### src/rtl/pc_pkg.sv
// ============================================================================
// Module      : pc_pkg
// Description : Shared defaults, FSM states and redirect-cause enum for pc_gen.
// Revision    : 1.0
// ============================================================================
`default_nettype none

package pc_pkg;

    localparam int          PC_ADDR_W    = 32;
    localparam logic [31:0] PC_RESET_VEC = 32'h0000_0000;
    localparam int          PC_INC       = 4;
    localparam logic [31:0] PC_EXC_VEC   = 32'h0000_0100;

    typedef enum logic [0:0] {
        ST_IDLE = 1'b0,
        ST_RUN  = 1'b1
    } pc_state_e;

    typedef enum logic [2:0] {
        RC_NONE = 3'd0,
        RC_EXC  = 3'd1,
        RC_ERET = 3'd2,
        RC_BR   = 3'd3,
        RC_PEND = 3'd4,
        RC_SEQ  = 3'd5
    } redirect_cause_e;

endpackage

`default_nettype wire

### src/rtl/pc_gen.sv
// ============================================================================
// Module      : pc_gen
// Description : Fetch program-counter generator with stall, buffered branch
//               redirect, exception vectoring and exception return.
// Revision    : 1.0
// ============================================================================
`default_nettype none

module pc_gen
    import pc_pkg::*;
#(
    parameter int          ADDR_W    = PC_ADDR_W,
    parameter logic [31:0] RESET_VEC = PC_RESET_VEC,
    parameter int          INC       = PC_INC,
    parameter logic [31:0] EXC_VEC   = PC_EXC_VEC
) (
    input  logic              clk,
    input  logic              rst,
    input  logic              stall,
    input  logic              br_valid,
    input  logic [ADDR_W-1:0] br_target,
    input  logic              exc_valid,
    input  logic [ADDR_W-1:0] exc_pc,
    input  logic              eret,
    output logic              ce,
    output logic [ADDR_W-1:0] pc,
    output logic [ADDR_W-1:0] epc,
    output logic              misalign
);

    localparam logic [ADDR_W-1:0] c_RESET_VEC = RESET_VEC[ADDR_W-1:0];
    localparam logic [ADDR_W-1:0] c_EXC_VEC   = EXC_VEC[ADDR_W-1:0];
    localparam logic [ADDR_W-1:0] c_INC       = ADDR_W'(INC);
    localparam logic [ADDR_W-1:0] c_LOW_MASK  = ADDR_W'(INC - 1);

    pc_state_e         state_q, state_d;
    logic [ADDR_W-1:0] pc_q, pc_d;
    logic [ADDR_W-1:0] epc_q, epc_d;
    logic              pend_valid_q, pend_valid_d;
    logic [ADDR_W-1:0] pend_target_q, pend_target_d;
    logic              misalign_q, misalign_d;

    redirect_cause_e   w_cause;
    logic [ADDR_W-1:0] w_br_aligned;

    assign w_br_aligned = br_target & ~c_LOW_MASK;

    // Priority arbitration among redirect sources; BR covers both the
    // immediate and the buffered (stalled) case.
    always_comb begin
        w_cause = RC_NONE;
        if (state_q == ST_RUN) begin
            if (exc_valid)                   w_cause = RC_EXC;
            else if (eret)                   w_cause = RC_ERET;
            else if (br_valid)               w_cause = RC_BR;
            else if (pend_valid_q && !stall) w_cause = RC_PEND;
            else if (!stall)                 w_cause = RC_SEQ;
        end
    end

    always_comb begin
        state_d       = ST_RUN;
        pc_d          = pc_q;
        epc_d         = epc_q;
        pend_valid_d  = pend_valid_q;
        pend_target_d = pend_target_q;
        misalign_d    = 1'b0;
        case (w_cause)
            RC_EXC: begin
                pc_d         = c_EXC_VEC;
                epc_d        = exc_pc;
                pend_valid_d = 1'b0;
            end
            RC_ERET: begin
                pc_d         = epc_q;
                pend_valid_d = 1'b0;
            end
            RC_BR: begin
                misalign_d = |(br_target & c_LOW_MASK);
                if (stall) begin
                    pend_valid_d  = 1'b1;
                    pend_target_d = w_br_aligned;
                end else begin
                    pc_d         = w_br_aligned;
                    pend_valid_d = 1'b0;
                end
            end
            RC_PEND: begin
                pc_d         = pend_target_q;
                pend_valid_d = 1'b0;
            end
            RC_SEQ: begin
                pc_d = pc_q + c_INC;
            end
            default: begin
            end
        endcase
    end

    always_ff @(posedge clk) begin
        if (rst) begin
            state_q       <= ST_IDLE;
            pc_q          <= c_RESET_VEC;
            epc_q         <= '0;
            pend_valid_q  <= 1'b0;
            pend_target_q <= '0;
            misalign_q    <= 1'b0;
        end else begin
            state_q       <= state_d;
            pc_q          <= pc_d;
            epc_q         <= epc_d;
            pend_valid_q  <= pend_valid_d;
            pend_target_q <= pend_target_d;
            misalign_q    <= misalign_d;
        end
    end

    assign ce       = (state_q == ST_RUN);
    assign pc       = pc_q;
    assign epc      = epc_q;
    assign misalign = misalign_q;

endmodule

`default_nettype wire
### config.mk
export PLATFORM = sky130hd
export DESIGN_NAME = pc_gen
export DESIGN_NICKNAME = d
export VERILOG_FILES = /design/src/rtl/pc_pkg.sv /design/src/rtl/pc_gen.sv
export SDC_FILE = /design/constraint.sdc
export NUM_CORES = 1
export LEC_CHECK = 0
export ABC_CLOCK_PERIOD_IN_PS = 1800
export BUFFER_PORTS_ARGS = -buffer_cell sky130_fd_sc_hd__clkbuf_2
export CELL_PAD_IN_SITES_DETAIL_PLACEMENT = 0
export CELL_PAD_IN_SITES_GLOBAL_PLACEMENT = 1
export CORE_MARGIN = 5
export CORE_UTILIZATION = 34
export CTS_CLUSTER_DIAMETER = 150
export DETAILED_ROUTE_END_ITERATION = 6
export PLACE_DENSITY = 0.81
export SLEW_MARGIN = 10
export SYNTH_ARGS = -nofsm -noshare
export SYNTH_HDL_FRONTEND = slang
export SYNTH_SLANG_ARGS = --single-unit
### constraint.sdc
create_clock -name clk -period 1.8 [get_ports clk]
set_input_delay 0.18 -clock clk [delete_from_list [all_inputs] [get_ports clk]]
set_output_delay 0.18 -clock clk [all_outputs]
set_load 0.05 [all_outputs]
---- After elaboration in Yosys (flattened, before gate mapping) ----
Index checks and enable logic that the tools add are counted.
cells by class
  add/sub/neg operators ................... 1
  eq/ne operators ......................... 6
  mux-type cells .......................... 11
  bitwise logic cells ..................... 1
  reduce and logical (&&, ||, !) cells .... 9
operators by type and width
  kind                                                             count
  32-bit case mux with 5 select lines                              1
  32-bit by 3-bit adder with 32-bit output, second input constant  1
  32-bit 2-to-1 mux                                                1
  3-bit 2-to-1 mux                                                 6
  3-bit by 2-bit == test with 1-bit output, second input constant  2
  3-bit == test, second input constant                             2
  5-bit nonzero test                                               1
  2-bit AND reduction                                              2
  2-bit OR reduction                                               2
  3-bit by 1-bit == test with 1-bit output, second input constant  1
  3-bit OR reduction                                               1
  1-bit 2-to-1 mux                                                 2
  2-bit != test, second input constant                             1
  1-bit case mux with 2 select lines                               1
  2-bit nonzero test                                               1
  1-bit logical AND                                                1
  1-bit zero test                                                  1
  1-bit inverter                                                   1
storage, ports and cells
  flip-flop bits (word level) ............. 97
  input bits .............................. 70
  output and inout bits ................... 66

---- Logic depth before layout (Yosys ltp) ----
Gate-level depths: netlist of run 1.
  word-level depth ........................ 10
  gate-level depth with buffers ........... 8
  gate-level depth less buffers ........... 6

---- Worst setup path before layout of run 1 ----
OpenSTA, ideal clock, no wires.
  kind .................................... register to register
  start point ............................. register pc_q[2] (netlist: pc[2])
  end point ............................... register pc_q[16] (netlist: pc[16])
  arrival ................................. 2.163 ns
  data required time ...................... 1.732 ns
  setup slack ............................. -0.430 ns
  stages on the path, launching flop included .. 7
  cell sequence ........................... dfxtp_1 -> ha_1 -> and4_1 -> nand4_1 -> or4_1 -> a21o_1 -> a21oi_2
on the way
  word-level cells in the longest chain between the ends .. 2
RTL lines
  item                                      line           text
  start: declaration                        pc_gen.sv:37   logic [ADDR_W-1:0] pc_q, pc_d;
  start signal: assignment                  pc_gen.sv:103  pc_q <= c_RESET_VEC;
  start signal: assignment                  pc_gen.sv:110  pc_q <= pc_d;
  32-bit by 3-bit adder with 32-bit output  pc_gen.sv:93   pc_d = pc_q + c_INC;
  32-bit case mux with 5 select lines       pc_gen.sv:68   case (w_cause)
No other way between the ends.
A chain may end at the register's enable or synchronous reset.

---- Worst setup path in the final report of run 1 ----
  start point ............................. register state_q (netlist: ce)
  end point ............................... register pc_q[31] (netlist: pc[31])
on the way
  word-level cells in the longest chain between the ends .. 4
RTL lines
  item                                                                  line           text
  start: declaration                                                    pc_gen.sv:36   pc_state_e state_q, state_d;
  start signal: assignment                                              pc_gen.sv:109  state_q <= state_d;
  3-bit 2-to-1 mux *                                                    pc_gen.sv:52   if (state_q == ST_RUN) begin
  3-bit by 2-bit == test with 1-bit output (tied with other cells)      pc_gen.sv:68
  5-bit nonzero test (no line) / 2-bit != test (equally long branches)  --
  2-bit AND reduction (no line)                                         --
Every way passes the cells marked *; elsewhere a longest branch is shown, timed or not.

==> results.tsv, run 1 <==
stage	metric	value	unit
grt	largest_net_degree_at_the_start_of_global_routing	58	
critical_path	critical_path_required	2.04	ns
outcome	failed_checks	design-rule violations, negative setup slack	
critical_path	worst_ep_arrival_time	2.10	ns
timing	fin_crit	1.86	ns
timing	fmax	538	MHz
synth	synth_cell_type_count	54	
synth	synth_edf_count	0	
timing	fin_worst_skew	0.00783	ns
die	die_area	16100	µm²
drt	routed_wirelength	17400	µm
critical_path	setup.worst_path.end_class	register	
outcome	outcome	finished, violations left	
cells_and_area	ff_latch_area	1980	µm²
grt	wire_length_of_the_first_global_routing_pass	26400	µm
hold_path	startpoint_of_the_lowest_slack_hold_path	exc_pc[1]	
placement	dp_slack	-0.0345	ns
power	powerDensity	765	nW/µm²
clocking	cts_inserted_buffers	9	
grt	via_count_of_the_first_global_routing_pass	4946	
synth	post_syn_area	4650	µm²
power	vdd.ir_drop.worst	0.379	mV
critical_path	critical_path_peak_fanout	12	
critical_path	setup.worst_path.start	ce	
synth	synth-main-ff-cell	dfxtp_1	
drt	antenna_violating_nets_post_route	0	
hold_path	hp-class	in -> reg	
drt	drtIter0Drc	509	
drt	via_per_inst	5.59	
hold_path	hold_path_depth	3	
timing	timing.setup.tns	-0.118	ns
synth	synth_top_area_share	41.8	%
clocking	tritoncts_clock_tree	done	
die	start_util	34.8	%
placement	place_congestion	0.919	
power	leakage_power_total	2.68	nW
synth	count_leader_synth	nand2_1	
cells_and_area	utilization_of_the_core_after_routing	48.9	%
drt	drc	11	
synth	synth_top_cells_by_area	dfxtp_1 42%, nand2_1 13%, a21oi_1 9.0%, a222oi_1 5.0%, a21o_1 2.1%	
critical_path	cell_count_of_the_worst_reg_to_reg_path	8	
clocking	clock_latency	0.35	ns
synth	synth.largest_area_cell	dfxtp_1	
timing	finalSetupViolations	2	
clocking	clock_tree.buffer_depth	2	
timing	post-route-period-util	103	%
cells_and_area	filler_cell_count	1338	
die	die-height	127	µm
synth	synth.cells.most_frequent	156 x nand2_1, 97 x dfxtp_1, 84 x a21oi_1	
timing	unrepaired_setup_endpoints_after_global_routing	true	
synth	synth.avg_cell_area	7.80	µm²
die	die_width	127	µm
cells_and_area	flow.area_growth_from_synthesis	40.4	%
clocking	clk_pin_slew_worst_paths	0.07	ns
critical_path	crit_path_start_kind	register	
clocking	cts_num_sinks	97	
drt	avgRoutedWirePerCell	18.3	µm
drt	via_count	5320	
timing	worst_hold_slack	0.0418	ns
placement	port-buffer-count	135	
critical_path	worst-r2r-setup-slack	-0.06	ns
timing	post-route-worst-setup-slack	-0.0602	ns
clocking	htree_levels	3	
die	design.core.area	13300	µm²
grt	grt_antenna_before_repair	0	
synth	mappedNetlistNets	667	
grt	globalRouteOverflowTotal	0	
synth	post_synth_inst_count	596	
cells_and_area	multiInputGateArea	2640	µm²
critical_path	crit-reg2reg-launch	ce	
die	io_pins	136	
synth	synth_sequential_area_ratio	41.8	%
run	max_cap_viol_count	0	
synth	synth_seq_cells	97	
synth	yosysWarnings	0	
timing	slew_margin_rel	58.8	%
critical_path	timing_worst_setup_path_type	reg -> reg	
critical_path	r2r_end	pc[31]	
synth	synth-async-reset-ratio	0	%
hold_path	whs_endpoint	epc[1]	
cells_and_area	final_nets	842	
timing	timing_worst_slew_pin_value	0.618	ns
die	num_rows	42	
timing	timing_hold_violations_final	0	
drt	drt-pass1-iter-count	7	
cells_and_area	drive_gt1_share	35.8	%
placement	hpwl	12600	µm
grt	globalRouteTotalUtil	20.4	%
cells_and_area	antenna_cells	0	
clocking	cts_root_buffer	clkbuf_16	
timing	timing.final.max_slew_violations	0	
sequential cells by signal (all words and copies together), names as in the netlist:
name / flops
ce: 1
pend_target_q: 30
epc: 32
pc: 32
misalign: 1
pend_valid_q: 1
stage by stage:
| step | instance area, µm² | cells | power [mW] |
|---|---|---|---|
| finish | 6530 | 952 | 4.99 |
| global route | 6530 | 952 | 5.15 |
| CTS | 6270 | 937 | 4.99 |
| detailed placement | 5950 | 921 | 2.96 |
| global placement | 5950 | 921 | 2.95 |
| floorplan | 4730 | 596 | 2.67 |
per-layer routing:
metal,GRT usage (%),part of all wire [%],vias to the layer above
met3,4.12,7.7,26
met5,0,0,-
li1,-,-,2535
met1,28.2,45,2539
met2,31.8,46,220
met4,7.00,1.8,0
logic make-up after synthesis:
group / synth area share (%)
XOR/XNOR: 0.565
adder cells (fa/ha/maj): 0.269
AND/OR/NAND/NOR: 26.1
buffers and inverters: 5.01
flip-flops: 41.8
AO/OA/AOI/OAI: 26.3
report_power, final:
part / internal [mW] / switching [mW]
combinational: 0.234 / 0.447
sequential: 2.20 / 0.0579
clock: 1.20 / 0.854
total: 3.63 / 1.36
worst max-delay path by stage:
stage,end,slack (ns),depth (start not counted)
2_1_floorplan,pc[18],-0.04,6
3_3_place_gp,pc[18],0.009,6
3_5_place_dp,pc[18],-0.03,6
4_1_cts,pc[16],0.01,6
5_1_grt,pc[18],-0.12,6
6_report,pc[31],-0.06,8
worst max-delay path: stages (launching register included):
cell	delay, ns
dfxtp_4	0.35
buf_6	0.11
nor4bb_4	0.14
buf_4	0.15
buf_12	0.14
a222oi_1	0.35
buf_4	0.18
o21ai_0	0.08
a211o_1	0.23
cells in the final DEF (no fill, tap or decap), types with 5 or more instances in the layout:
cell	n
a21oi_1	82
nand4_1	15
dfxtp_1	78
a31oi_1	10
buf_4	64
buf_6	6
dfxtp_4	5
and4_1	6
or4_1	5
nand3_1	15
and3_1	5
a222oi_1	23
buf_12	5
nand2_1	155
o21ai_0	17
and2_1	5
clkbuf_16	11
clkbuf_2	134
nor2_1	15
a21o_1	13
dfxtp_2	14
cell type report:
| type | count | share of cell area, % |
|---|---|---|
| Tap cell | 176 | 3.37 |
| Clock buffer | 12 | 4.10 |
| Sequential cell | 97 | 30.3 |
| Clock inverter | 4 | 0.748 |
| Inverter | 3 | 0.173 |
| Multi-Input combinational cell | 448 | 40.4 |
| Timing Repair Buffer | 212 | 20.9 |
what timing repair did:
action | in CTS | in global routing
gates cloned | 0 | 3
hold buffers | 0 | 0
pin swaps | 2 | 23
gates resized for setup | 1 | 28
endpoints found under the setup margin | 2 | 19
buffers inserted | 1 | 13
(Power assumes the default switching activity.)
==> inputs of run 2 (changes only) <==
RECOVER_POWER = 50   (was unset)
==> results.tsv, run 2 (synthesized netlist as in run 1, its figures left out) <==
stage	metric	value	unit
drt	routed_wirelength	17300	µm
placement	post-place-cells	921	
drt	via_per_inst	5.56	
outcome	failed_checks	negative setup slack	
timing	fmax	538	MHz
die	die-height	127	µm
clocking	clock_tree.buffer_depth	2	
placement	port-buffer-count	135	
drt	drt-pass1-iter-count	7	
timing	fin_crit	1.86	ns
power	post-layout-total-power	4.98	mW
cells_and_area	finalNonFillerCells	952	
run	max_cap_viol_count	0	
drt	via_count	5289	
power	vdd.ir_drop.worst	0.383	mV
critical_path	critical_path_endpoint	pc[31]	
critical_path	critical_path_required	2.05	ns
cells_and_area	final_nets	842	
timing	post-route-period-util	103	%
grt	via_count_of_the_first_global_routing_pass	4946	
outcome	outcome	finished, violations left	
placement	hpwl	12600	µm
cells_and_area	stdcell_area	6440	µm²
critical_path	crit-reg2reg-launch	ce	
timing	finalSetupViolations	5	
cells_and_area	antenna_cells	0	
cells_and_area	flow.area_growth_from_synthesis	38.6	%
timing	post-route-worst-setup-slack	-0.0576	ns
power	leakage_power_total	2.50	nW
critical_path	critical_path_peak_fanout	12	
critical_path	worst_ep_arrival_time	2.10	ns
power	powerDensity	773	nW/µm²
die	design.core.area	13300	µm²
timing	unrepaired_setup_endpoints_after_global_routing	true	
critical_path	cell_count_of_the_worst_reg_to_reg_path	8	
drt	drc	0	
timing	timing_hold_violations_final	0	
cells_and_area	drive_gt1_share	29.3	%
critical_path	worst-r2r-setup-slack	-0.06	ns
timing	fin_worst_skew	0.00901	ns
critical_path	critPathMostFrequentCell	buf_4	
die	die_area	16100	µm²
critical_path	timing.critical_path.cells	buf_6 -> nor4bb_4 -> buf_4 -> buf_12 -> a222oi_1 -> buf_4 -> o21ai_0 -> a211o_1	
grt	largest_net_degree_at_the_start_of_global_routing	58	
clocking	clk_pin_slew_worst_paths	0.07	ns
drt	antenna_violating_nets_post_route	0	
clocking	htree_levels	3	
critical_path	setup.worst_path.start	ce	
hold_path	hp-class	in -> reg	
critical_path	critPathMaxStageDelay	0.36	ns
critical_path	crit_path_start_kind	register	
placement	place_congestion	0.919	
cells_and_area	layout_commonest_cell	nand2_1	
timing	timing.setup.tns	-0.149	ns
timing	timing.final.max_slew_violations	0	
grt	globalRouteOverflowTotal	0	
drt	avgRoutedWirePerCell	18.2	µm
timing	timing_worst_slew_pin_value	0.638	ns
clocking	cts_root_buffer	clkbuf_16	
die	die_width	127	µm
clocking	tritoncts_clock_tree	done	
grt	grt_antenna_before_repair	0	
die	io_pins	136	
clocking	cts_num_sinks	97	
critical_path	setup.worst_path.end_class	register	
cells_and_area	layout_common_cells	155 x nand2_1, 86 x clkbuf_2, 82 x a21oi_1, 78 x dfxtp_1, 62 x buf_4	
grt	wire_length_of_the_first_global_routing_pass	26400	µm
clocking	cts_inserted_buffers	9	
die	num_rows	42	
hold_path	hold_path_depth	3	
critical_path	timing_worst_setup_path_type	reg -> reg	
placement	placement.cell_area	5950	µm²
drt	drtIter0Drc	522	
critical_path	r2r_end	pc[31]	
clocking	clock_latency	0.36	ns
timing	slew_margin_rel	57.7	%
grt	globalRouteTotalUtil	20.4	%
critical_path	critPathSlowestCell	dfxtp_4	
die	start_util	34.8	%
## run 2: changes by cell type in the layout (fill, tap and decap cells not counted), sizes merged
cell,change
buf,-3
clkbuf,+3
## run 2: report_power, final
group / internal, mW / switching [mW] / total [mW]
Sequential: 2.20 / 0.0574 / 2.26
Combinational: 0.218 / 0.445 / 0.663
Clock: 1.20 / 0.860 / 2.06
Total: 3.61 / 1.36 / 4.98
## run 2: worst min path at each step
stage                              endpoint  slack [ns]           from
after detailed placement             epc[1]        0.41      exc_pc[1]
after CTS                            epc[1]        0.03      exc_pc[1]
final                                epc[1]        0.04      exc_pc[1]
after global routing                epc[25]        0.04     exc_pc[25]
after floorplan           pend_target_q[10]        0.32  br_target[10]
after global placement              epc[30]        0.40     exc_pc[30]
## run 2: worst max-delay path: cells and delay by family (launching register included)
family          cells  cell delay (ns)
simple gates        1             0.14
flops               1             0.36
compound gates      3             0.66
buf+inv             4             0.58
## run 2: timing repair
action | 4_1_cts | 5_1_grt
setup buffers | 1 | 13
setup endpoints to repair | 2 | 19
hold buffers | 0 | 0
pin swaps | 2 | 23
cloned | 0 | 3
gates resized for setup | 1 | 28
endpoints found under the hold margin | 0 | 0
## run 2: cell type report
cell class / instances / area, µm²
clock inverter: 4 / 48.8
multi-input combinational: 448 / 2640
tap: 176 / 220
timing repair buffer: 212 / 1280
sequential: 97 / 1980
inverter: 3 / 11.3
fill: 1367 / 6910
clock buffer: 12 / 268
## run 2: layer usage
metal / global-route usage [%] / part of all wire, % / vias up
met1: 28.2 / 44 / 2513
met4: 7.00 / 1.7 / 0
li1: - / - / 2532
met2: 31.8 / 46 / 221
met5: 0 / 0 / -
met3: 4.12 / 7.8 / 23
## run 2: per-stage QoR
step / hold WS, ns / utilization (%) / setup WS, ns
after floorplan: 0.316 / - / -0.0445
after global placement: 0.404 / 44.6 / 0.00935
after detailed placement: 0.407 / 44.6 / -0.0345
after CTS: 0.0292 / 47.0 / 0.0110
after global routing: 0.0396 / 48.3 / -0.128
final: 0.0387 / 48.3 / -0.0576
